## config.mk

```make
export PLATFORM = sky130hd
export DESIGN_NAME = systolic_tile_sequencer_flat
export DESIGN_NICKNAME = d
export VERILOG_FILES = /design/src/rtl/systolic_tile_sequencer_if.sv /design/src/rtl/systolic_tile_sequencer.sv /design/src/flat_wrapper.sv
export SDC_FILE = /design/constraint.sdc
export NUM_CORES = 1
export LEC_CHECK = 0
export CORE_MARGIN = 2
export CORE_UTILIZATION = 50
export DETAILED_ROUTE_END_ITERATION = 10
export GPL_TIMING_DRIVEN = 0
export PLACE_DENSITY = 0.76
export SLEW_MARGIN = 20
export SYNTH_ARGS = -nofsm -noshare
export SYNTH_HDL_FRONTEND = slang
export SYNTH_SLANG_ARGS = --single-unit
```

## constraint.sdc

```tcl
create_clock -name clk -period 4.3 [get_ports clk]
set_input_delay 0.86 -clock clk [delete_from_list [all_inputs] [get_ports clk]]
set_output_delay 0.86 -clock clk [all_outputs]
set_load 0.01 [all_outputs]
```

## src/rtl/systolic_tile_sequencer_if.sv

```systemverilog
// Command, controller, weight-SRAM and status signals of the tile sequencer.
// slave is the sequencer's own view; master is the scheduler/controller/SRAM side.
interface systolic_tile_sequencer_if #(
  parameter int WT_ADDR_WIDTH = 12,
  parameter int TILE_W        = 8
);
  logic                     cmd_valid;
  logic                     cmd_ready;
  logic [TILE_W-1:0]        cmd_num_tiles;
  logic [WT_ADDR_WIDTH-1:0] cmd_wt_base;
  logic                     load_weight;
  logic                     valid_in;
  logic                     ctrl_ready;
  logic                     ctrl_busy;
  logic                     ctrl_done;
  logic                     wt_rd_en;
  logic [WT_ADDR_WIDTH-1:0] wt_rd_addr;
  logic [TILE_W-1:0]        tile_idx;
  logic                     tile_done;
  logic                     job_done;
  logic                     busy;
  logic                     err_timeout;

  modport slave (
    input  cmd_valid, cmd_num_tiles, cmd_wt_base, ctrl_ready, ctrl_busy, ctrl_done,
    output cmd_ready, load_weight, valid_in, wt_rd_en, wt_rd_addr,
           tile_idx, tile_done, job_done, busy, err_timeout
  );

  modport master (
    output cmd_valid, cmd_num_tiles, cmd_wt_base, ctrl_ready, ctrl_busy, ctrl_done,
    input  cmd_ready, load_weight, valid_in, wt_rd_en, wt_rd_addr,
           tile_idx, tile_done, job_done, busy, err_timeout
  );
endinterface

```

## src/rtl/systolic_tile_sequencer.sv

```systemverilog
// Tile-job sequencer for systolic_controller: per tile loads N_SIZE weight rows, then runs the compute window.
// SEQ_WATCHDOG_EN adds a ctrl_done timeout in WAIT_DONE with a sticky err_timeout.
module systolic_tile_sequencer #(
  parameter int N_SIZE        = 32,
  parameter int NUM_ROWS      = 512,
  parameter int WT_ADDR_WIDTH = 12,
  parameter int TILE_W        = 8
`ifdef SEQ_WATCHDOG_EN
  , parameter int WDOG_CYCLES = 4096
`endif
) (
  input logic                      clk,
  input logic                      rst,
  systolic_tile_sequencer_if.slave sq
);
  localparam int COMP_LEN = NUM_ROWS + 2 * N_SIZE - 1;
  localparam int CNT_W    = $clog2(COMP_LEN + 1);

  localparam logic [2:0] S_IDLE      = 3'd0;
  localparam logic [2:0] S_SETTLE    = 3'd1;
  localparam logic [2:0] S_WAIT_RDY  = 3'd2;
  localparam logic [2:0] S_LOAD_W    = 3'd3;
  localparam logic [2:0] S_COMPUTE   = 3'd4;
  localparam logic [2:0] S_WAIT_DONE = 3'd5;

  logic [2:0]               state_q, state_d;
  logic [CNT_W-1:0]         cnt_q, cnt_d;
  logic                     loaded_q, loaded_d;
  logic [WT_ADDR_WIDTH-1:0] base_q, base_d;
  logic [WT_ADDR_WIDTH-1:0] addr_q, addr_d;
  logic [WT_ADDR_WIDTH-1:0] tile_base;
  logic [TILE_W-1:0]        ntiles_q, ntiles_d;
  logic [TILE_W-1:0]        tile_idx_q, tile_idx_d;
  logic                     tile_done_q, tile_done_d;
  logic                     job_done_q, job_done_d;
  logic                     load_q, valid_q, ready_q, busy_q;
`ifdef SEQ_WATCHDOG_EN
  localparam int WD_W = $clog2(WDOG_CYCLES + 1);
  logic [WD_W-1:0]          wd_q, wd_d;
  logic                     err_q, err_d;
`endif

  // Address arithmetic deliberately wraps at the SRAM address width.
  assign tile_base = base_q + WT_ADDR_WIDTH'(tile_idx_q) * WT_ADDR_WIDTH'(N_SIZE);

  always_comb begin
    state_d     = state_q;
    cnt_d       = cnt_q;
    loaded_d    = loaded_q;
    base_d      = base_q;
    addr_d      = addr_q;
    ntiles_d    = ntiles_q;
    tile_idx_d  = tile_idx_q;
    tile_done_d = 1'b0;
    job_done_d  = 1'b0;
`ifdef SEQ_WATCHDOG_EN
    wd_d        = '0;
    err_d       = err_q;
`endif
    case (state_q)
      S_IDLE: begin
        if (sq.cmd_valid) begin
          base_d     = sq.cmd_wt_base;
          ntiles_d   = sq.cmd_num_tiles;
          tile_idx_d = '0;
          loaded_d   = 1'b0;
          cnt_d      = '0;
          if (sq.cmd_num_tiles == '0) job_done_d = 1'b1;
          else                        state_d    = S_SETTLE;
        end
      end
      S_SETTLE: begin
        if (cnt_q == CNT_W'(1)) begin
          state_d = S_WAIT_RDY;
          cnt_d   = '0;
        end else begin
          cnt_d = cnt_q + CNT_W'(1);
        end
      end
      S_WAIT_RDY: begin
        if (sq.ctrl_ready && !sq.ctrl_busy) begin
          cnt_d = '0;
          if (!loaded_q) begin
            state_d = S_LOAD_W;
            addr_d  = tile_base;
          end else begin
            state_d = S_COMPUTE;
          end
        end
      end
      S_LOAD_W: begin
        if (cnt_q == CNT_W'(N_SIZE - 1)) begin
          state_d  = S_SETTLE;
          cnt_d    = '0;
          loaded_d = 1'b1;
          addr_d   = '0;
        end else begin
          cnt_d  = cnt_q + CNT_W'(1);
          addr_d = addr_q + WT_ADDR_WIDTH'(1);
        end
      end
      S_COMPUTE: begin
        // valid_in drops before WAIT_DONE so the controller never sees it held into ctrl_done.
        if (cnt_q == CNT_W'(COMP_LEN - 1)) begin
          state_d = S_WAIT_DONE;
          cnt_d   = '0;
        end else begin
          cnt_d = cnt_q + CNT_W'(1);
        end
      end
      S_WAIT_DONE: begin
        if (sq.ctrl_done) begin
          tile_done_d = 1'b1;
          tile_idx_d  = tile_idx_q + TILE_W'(1);
          loaded_d    = 1'b0;
          if (tile_idx_q + TILE_W'(1) == ntiles_q) begin
            job_done_d = 1'b1;
            state_d    = S_IDLE;
          end else begin
            state_d = S_SETTLE;
          end
        end
`ifdef SEQ_WATCHDOG_EN
        else if (wd_q == WD_W'(WDOG_CYCLES - 1)) begin
          err_d      = 1'b1;
          job_done_d = 1'b1;
          state_d    = S_IDLE;
        end else begin
          wd_d = wd_q + WD_W'(1);
        end
`endif
      end
      default: state_d = S_IDLE;
    endcase
  end

  always_ff @(posedge clk or posedge rst) begin
    if (rst) begin
      state_q     <= S_IDLE;
      cnt_q       <= '0;
      loaded_q    <= 1'b0;
      base_q      <= '0;
      addr_q      <= '0;
      ntiles_q    <= '0;
      tile_idx_q  <= '0;
      tile_done_q <= 1'b0;
      job_done_q  <= 1'b0;
      load_q      <= 1'b0;
      valid_q     <= 1'b0;
      ready_q     <= 1'b1;
      busy_q      <= 1'b0;
    end else begin
      state_q     <= state_d;
      cnt_q       <= cnt_d;
      loaded_q    <= loaded_d;
      base_q      <= base_d;
      addr_q      <= addr_d;
      ntiles_q    <= ntiles_d;
      tile_idx_q  <= tile_idx_d;
      tile_done_q <= tile_done_d;
      job_done_q  <= job_done_d;
      load_q      <= (state_d == S_LOAD_W);
      valid_q     <= (state_d == S_COMPUTE);
      ready_q     <= (state_d == S_IDLE);
      busy_q      <= (state_d != S_IDLE);
    end
  end

`ifdef SEQ_WATCHDOG_EN
  always_ff @(posedge clk or posedge rst) begin
    if (rst) begin
      wd_q  <= '0;
      err_q <= 1'b0;
    end else begin
      wd_q  <= wd_d;
      err_q <= err_d;
    end
  end
  assign sq.err_timeout = err_q;
`else
  assign sq.err_timeout = 1'b0;
`endif

  assign sq.cmd_ready   = ready_q;
  assign sq.load_weight = load_q;
  assign sq.wt_rd_en    = load_q;
  assign sq.valid_in    = valid_q;
  assign sq.wt_rd_addr  = addr_q;
  assign sq.tile_idx    = tile_idx_q;
  assign sq.tile_done   = tile_done_q;
  assign sq.job_done    = job_done_q;
  assign sq.busy        = busy_q;
endmodule

```

## src/flat_wrapper.sv

```systemverilog
// flat-port wrapper written by rule: the top's interface ports become plain ports
module systolic_tile_sequencer_flat 
#(
  parameter int N_SIZE        = 32,
  parameter int NUM_ROWS      = 512,
  parameter int WT_ADDR_WIDTH = 12,
  parameter int TILE_W        = 8

)
  (clk, rst, sq_cmd_valid, sq_cmd_num_tiles, sq_cmd_wt_base, sq_ctrl_ready, sq_ctrl_busy, sq_ctrl_done, sq_cmd_ready, sq_load_weight, sq_valid_in, sq_wt_rd_en, sq_wt_rd_addr, sq_tile_idx, sq_tile_done, sq_job_done, sq_busy, sq_err_timeout);
  systolic_tile_sequencer_if #(.WT_ADDR_WIDTH(WT_ADDR_WIDTH), .TILE_W(TILE_W)) sq_i ();
  input logic clk;
  input logic rst;
  input wire logic [$bits(sq_i.cmd_valid)-1:0] sq_cmd_valid;
  input wire logic [$bits(sq_i.cmd_num_tiles)-1:0] sq_cmd_num_tiles;
  input wire logic [$bits(sq_i.cmd_wt_base)-1:0] sq_cmd_wt_base;
  input wire logic [$bits(sq_i.ctrl_ready)-1:0] sq_ctrl_ready;
  input wire logic [$bits(sq_i.ctrl_busy)-1:0] sq_ctrl_busy;
  input wire logic [$bits(sq_i.ctrl_done)-1:0] sq_ctrl_done;
  output wire logic [$bits(sq_i.cmd_ready)-1:0] sq_cmd_ready;
  output wire logic [$bits(sq_i.load_weight)-1:0] sq_load_weight;
  output wire logic [$bits(sq_i.valid_in)-1:0] sq_valid_in;
  output wire logic [$bits(sq_i.wt_rd_en)-1:0] sq_wt_rd_en;
  output wire logic [$bits(sq_i.wt_rd_addr)-1:0] sq_wt_rd_addr;
  output wire logic [$bits(sq_i.tile_idx)-1:0] sq_tile_idx;
  output wire logic [$bits(sq_i.tile_done)-1:0] sq_tile_done;
  output wire logic [$bits(sq_i.job_done)-1:0] sq_job_done;
  output wire logic [$bits(sq_i.busy)-1:0] sq_busy;
  output wire logic [$bits(sq_i.err_timeout)-1:0] sq_err_timeout;
  assign sq_i.cmd_valid = sq_cmd_valid;
  assign sq_i.cmd_num_tiles = sq_cmd_num_tiles;
  assign sq_i.cmd_wt_base = sq_cmd_wt_base;
  assign sq_i.ctrl_ready = sq_ctrl_ready;
  assign sq_i.ctrl_busy = sq_ctrl_busy;
  assign sq_i.ctrl_done = sq_ctrl_done;
  assign sq_cmd_ready = sq_i.cmd_ready;
  assign sq_load_weight = sq_i.load_weight;
  assign sq_valid_in = sq_i.valid_in;
  assign sq_wt_rd_en = sq_i.wt_rd_en;
  assign sq_wt_rd_addr = sq_i.wt_rd_addr;
  assign sq_tile_idx = sq_i.tile_idx;
  assign sq_tile_done = sq_i.tile_done;
  assign sq_job_done = sq_i.job_done;
  assign sq_busy = sq_i.busy;
  assign sq_err_timeout = sq_i.err_timeout;
  systolic_tile_sequencer #(.N_SIZE(N_SIZE), .NUM_ROWS(NUM_ROWS), .WT_ADDR_WIDTH(WT_ADDR_WIDTH), .TILE_W(TILE_W)) u_core (.clk(clk), .rst(rst), .sq(sq_i));
endmodule
```

Word level (Yosys, flattened, before mapping)
Index checks and enable logic that the tools add are counted.

operators by class
  add/subtract/negate cells = 4
  reduce and logical (&&, ||, !) cells = 15
  multiplexer cells = 34
  equal/unequal tests = 16

operators with widths
  kind                                                  count
  two-way mux 10 bit                                    5
  one-hot mux 10 bit (5 select lines)                   1
  two-way mux 12 bit                                    3
  two-way mux 3 bit                                     8
  one-hot mux 12 bit (2 select lines)                   1
  one-hot mux 3 bit (6 select lines)                    1
  two-way mux 8 bit                                     2
  one-hot mux 8 bit (2 select lines)                    1
  adder 12 x 1 -> 12 bit, second input constant         1
  adder 12 bit                                          1
  adder 10 x 1 -> 10 bit, second input constant         1
  equality test 10 x 1 -> 1 bit, second input constant  1
  equality test 10 bit, second input constant           1
  equality test 10 x 5 -> 1 bit, second input constant  1
  two-way mux 1 bit                                     10
  equality test 3 x 2 -> 1 bit, second input constant   3
  equality test 3 bit, second input constant            3
  AND reduction 3 bit                                   3
  adder 8 x 1 -> 8 bit, second input constant           1
  equality test 8 bit                                   1
  zero test 8 bit                                       1
  zero test 3 bit                                       2
  inequality test 2 bit, second input constant          3
  nonzero test 3 bit                                    2
  other kinds (10)                                      12

word-level totals
  flip-flop bits (word level) = 60
  logic and storage cells = 82
  output and inout port bits = 28
  input bits = 26

Depth between registers and ports, before layout
  depth after elaboration = 6
  mapped depth = 9
  mapped depth without buffers = 9

Worst setup path before layout
OpenSTA, ideal clock, no wires.

  path kind = register to register
  start = reg u_core.tile_idx_q[0], in the netlist u_core.sq.tile_idx[0]
  end = reg u_core.busy_q, in the netlist u_core.sq.busy
  period minus slack after synthesis = 2185 ps
  data arrival time = 2054 ps
  cell stages (with the launch flop) = 8
  setup time = 131 ps
  required time = 4169 ps
  path buffers = 0
  path slack = 2115 ps
  path through = dfrtp_1 -> ha_1 -> xnor2_1 -> nand3_1 -> or3_4 -> nor4_4 -> o21ai_2 -> or3_1

on the way
  word-level cells in the longest chain between the ends = 6

RTL lines
  element                             line                            source
  start: declaration                  systolic_tile_sequencer.sv:33   logic [TILE_W-1:0] tile_idx_q, tile_idx_d;
  start signal: assignment            systolic_tile_sequencer.sv:159  tile_idx_q <= tile_idx_d;
  adder 8 x 1 -> 8 bit                systolic_tile_sequencer.sv:116  if (tile_idx_q + TILE_W'(1) == ntiles_q) begin
  equality test 8 bit                 systolic_tile_sequencer.sv:116
  two-way mux 1 bit                   systolic_tile_sequencer.sv:116
  two-way mux 3 bit                   systolic_tile_sequencer.sv:112  if (sq.ctrl_done) begin
  one-hot mux 3 bit (6 select lines)  systolic_tile_sequencer.sv:60   case (state_q)
  net u_core.state_d[0]               systolic_tile_sequencer.sv:26   logic [2:0] state_q, state_d;
  nonzero test 3 bit                  systolic_tile_sequencer.sv:165  busy_q <= (state_d != S_IDLE);
  end signal: assignment              systolic_tile_sequencer.sv:165
  end: declaration                    systolic_tile_sequencer.sv:36   logic load_q, valid_q, ready_q, busy_q;

The timed path passes the listed nets, and every way through them passes these cells.
A chain may end at the register's enable or synchronous reset.

Worst setup path in the final report
  start = in sq_ctrl_ready
  end = reg u_core.busy_q, in the netlist u_core.sq.busy

on the way
  word-level cells in the longest chain between the ends = 4

RTL lines
  element                             line                            source
  start: declaration                  flat_wrapper.sv:17              input wire logic [$bits(sq_i.ctrl_ready)-1:0] sq_ctrl_ready;
  logical AND 1 bit                   systolic_tile_sequencer.sv:81   if (sq.ctrl_ready && !sq.ctrl_busy) begin
  two-way mux 3 bit                   systolic_tile_sequencer.sv:81
  one-hot mux 3 bit (6 select lines)  systolic_tile_sequencer.sv:60
  net u_core.state_d[0]               systolic_tile_sequencer.sv:26
  nonzero test 3 bit                  systolic_tile_sequencer.sv:165

The timed path passes the listed nets, and every way through them passes these cells.

==> run_results.csv <==
group,metric,value,unit
detailed_routing,drtIter0Drc,244,
global_route,grt.total_usage,23.1,%
sta,maxSlewViolCount,0,
final_layout,design_area,4330,sq um
worst_setup_path,path_max_fanout,7,
sta,finalCritPeriodShare,64.3,%
final_layout,drive_above_1_share,8.72,%
job,maxCapViolations,0,
cts,clockRootBuffer,"clkbuf_8",
synth,synthCells,401,
cts,htree_num_levels,3,
final_layout,finalNonFillerCells,550,
sta,fin_skew,0.00639,ns
power,powerDensity,550,nW/um^2
synth,synth.largest_area_cell,"dfrtp_1",
detailed_routing,drc_errors,0,
floorplan,die_w,87.3,um
detailed_routing,vias,3207,
floorplan,dieArea,7620,sq um
cts,cts.clk_slew.worst_paths,0.07,ns
sta,setup_violations,0,
status,outcome,"finished, final reports clean",
power,swShare,38.3,%
placement,dp_hpwl,6.02,mm
sta,worst_pin_slew,0.905,ns
worst_setup_path,arrival,2.98,ns
cts,cts_hold_buf,0,
detailed_routing,via_per_inst,5.83,
global_route,grt_pass1_vias,2869,
cts,cts_max_path_buffers,2,
worst_setup_path,slowest_stage,"o21ai_0",
power,power_switching,0.912,mW
synth,synth.distinct_cells,59,
final_layout,final_common_cell,"nand2_1",
global_route,grt-ovfl-total,0,
synth,syn_area_per_cell,8.65,sq um
power,leakage,1.92,nW
floorplan,floorplan.initialDensity,51.4,%
worst_setup_path,rr_worst_depth,7,
synth,synth-seq-cells,60,
synth,synth_edf_count,0,
power,ir_worst_vdd,0.285,mV
cts,clock_latency,0.34,ns
final_layout,area_growth,24.8,%
detailed_routing,totalWireLength,8.23,mm
synth,ys_warn_count,0,
synth,async_flop_share,100,%
synth,ys_seq_area_share,43.3,%
min_path,hold_class,"reg2reg",
floorplan,die-height,87.3,um
worst_setup_path,crit_type,"in2reg",
cts,cts_resized,0,
power,comb_power_share,39.7,%
global_route,grt_first_pass_wirelength,13.7,mm
synth,syn_area,3470,sq um
worst_setup_path,path_cells,"clkdlybuf4s50_1 -> nor3b_1 -> o21ai_0 -> and3_1 -> o21ai_2 -> or3_1",
power,internal_power,1.47,mW
detailed_routing,wire_per_inst,15.0,um
worst_setup_path,max_stage_delay,0.71,ns
cts,cts_buffers,9,
floorplan,pin_count,54,
detailed_routing,ant_nets,0,
sta,hold_violations,0,
power,clkPwrFrac,23.7,%
placement,place_congestion,0.880,
cts,cts.sinks,60,
sta,setup_tns,0,ns
detailed_routing,route.met2.wl,3.85,mm
detailed_routing,dr.pass1.iters,5,
global_route,grt_max_degree,39,
cts,cts_tree,"yes",
sta,fmax,0.362,GHz
synth,netlist.area_leader.share,42.6,%
global_route,antenna_found_initial,0,
final_layout,antenna_cells,0,
sta,hold_ws,0.490,ns
synth,synth-main-ff-cell,"dfrtp_1",
detailed_routing,wl_met1,3.69,mm
cts,cts_setup_buffers,0,
min_path,holdPathStages,2,
sta,relSlewSlack,39.1,%
detailed_routing,wl_met3,525,um
worst_setup_path,endpoint_kind,"flip-flop",
floorplan,rows,30,
placement,dp.cells,534,
detailed_routing,top_layer,"met4",
placement,dpl_cell_area,4110,sq um
worst_setup_path,cp.required,4.52,ns
placement,port_buffers,52,
sta,rsz0062_at_grt,"false",
power,seqPwrFrac,36.5,%
worst_setup_path,cp-start-kind,"input port",
floorplan,core_area,6760,sq um
final_layout,final_cell_mix,"83 x nand2_1, 59 x dfrtp_1, 52 x clkdlybuf4s50_1",
final_layout,nNetsFinal,503,
synth,synth_fp_nets,439,
synth,yosys-top-cells-area,"dfrtp_1 43%, nand2_1 9.0%, o21ai_0 5.3%",
sta,min_period,2.77,ns
==> power groups by stage <==
stage	clock network (mW)	registers, mW	logic [mW]
2_1_floorplan	0	0.854	0.651
3_3_place_gp	0	0.869	0.900
3_5_place_dp	0	0.873	0.934
4_1_cts	0.567	0.866	0.942
5_1_grt	0.595	0.889	1.06
6_report	0.565	0.869	0.946
==> sequential cells by signal, indices dropped and copies added, names as in the netlist <==
signal,count
u_core.sq.tile_idx,8
u_core.sq.busy,1
u_core.sq.load_weight,1
u_core.sq.tile_done,1
u_core.sq.cmd_ready,1
u_core.ntiles_q,8
u_core.base_q,12
u_core.sq.valid_in,1
u_core.state_q,3
u_core.cnt_q,10
u_core.sq.wt_rd_addr,12
u_core.loaded_q,1
u_core.sq.job_done,1
==> area by class of cell <==
| class | count | area [sq um] |
|---|---|---|
| Multi-Input combinational cell | 305 | 1810 |
| Sequential cell | 60 | 1500 |
| Inverter | 18 | 70.1 |
| Buffer | 18 | 90.1 |
| Tap cell | 80 | 100 |
| Fill cell | 572 | 2430 |
| Clock buffer | 11 | 141 |
| Clock inverter | 5 | 75.1 |
| Timing Repair Buffer | 53 | 541 |
==> cell families after synthesis <==
logic type      after synthesis  synth area share (%)
flops                        60                  43.3
xor+xnor                     19                  5.01
other cells                   1                 0.108
fa+ha+maj                    12                  4.54
mux                           2                 0.577
buf+inv                      36                  4.54
simple gates                182                  25.6
compound gates               89                  16.3
==> layer usage <==
| metal | vias to the layer above | track usage [%] |
|---|---|---|
| li1 | 1522 | - |
| met1 | 1542 | 31.3 |
| met2 | 122 | 35.5 |
| met3 | 21 | 6.07 |
| met4 | 0 | 8.95 |
| met5 | - | 0 |
==> worst max-delay path: cells and delay by family <==
kind | cells | cell delay, ns
buffers and inverters | 1 | 0.47
and+or+nand+nor | 3 | 0.85
AOI/OAI and AO/OA | 2 | 0.80
==> Yosys cell counts, types with 4 or more instances <==
master    count
nor3_1        7
nor2_1       30
a31oi_1       4
clkbuf_1      9
a21oi_1      13
buf_2         6
nand3_1      15
xor2_1        6
o41ai_1       4
o21ai_0      37
dfrtp_1      59
xnor2_1      12
nand2_1      83
o22ai_1       4
and3_1        7
nor2b_1       5
nand4_1       5
inv_1        18
ha_1         11
nand2b_1      6
a32oi_1       5
==> metrics by stage <==
step | worst slack (ns) | util [%] | total power, mW
after floorplan | 1.96 | - | 1.50
after global placement | 0.901 | 60.5 | 1.77
after detailed placement | 1.24 | 60.9 | 1.81
after CTS | 1.56 | 64.1 | 2.37
after global routing | 1.52 | 64.1 | 2.54
final | 1.53 | 64.1 | 2.38
==> final timing paths <==
kind                                       start           endpoint  slack [ns]
hold reg to reg                 u_core.base_q[9]   u_core.base_q[9]        0.49
setup reg to reg           u_core.sq.tile_idx[0]     u_core.sq.busy        1.89
setup / recovery                   sq_ctrl_ready     u_core.sq.busy        1.53
max in group asynchronous                    rst   u_core.base_q[4]        2.98
min in group asynchronous                    rst  u_core.state_q[1]        0.82
hold / removal                  u_core.base_q[9]   u_core.base_q[9]        0.49
Note: power is estimated with default switching activity, not from simulation.
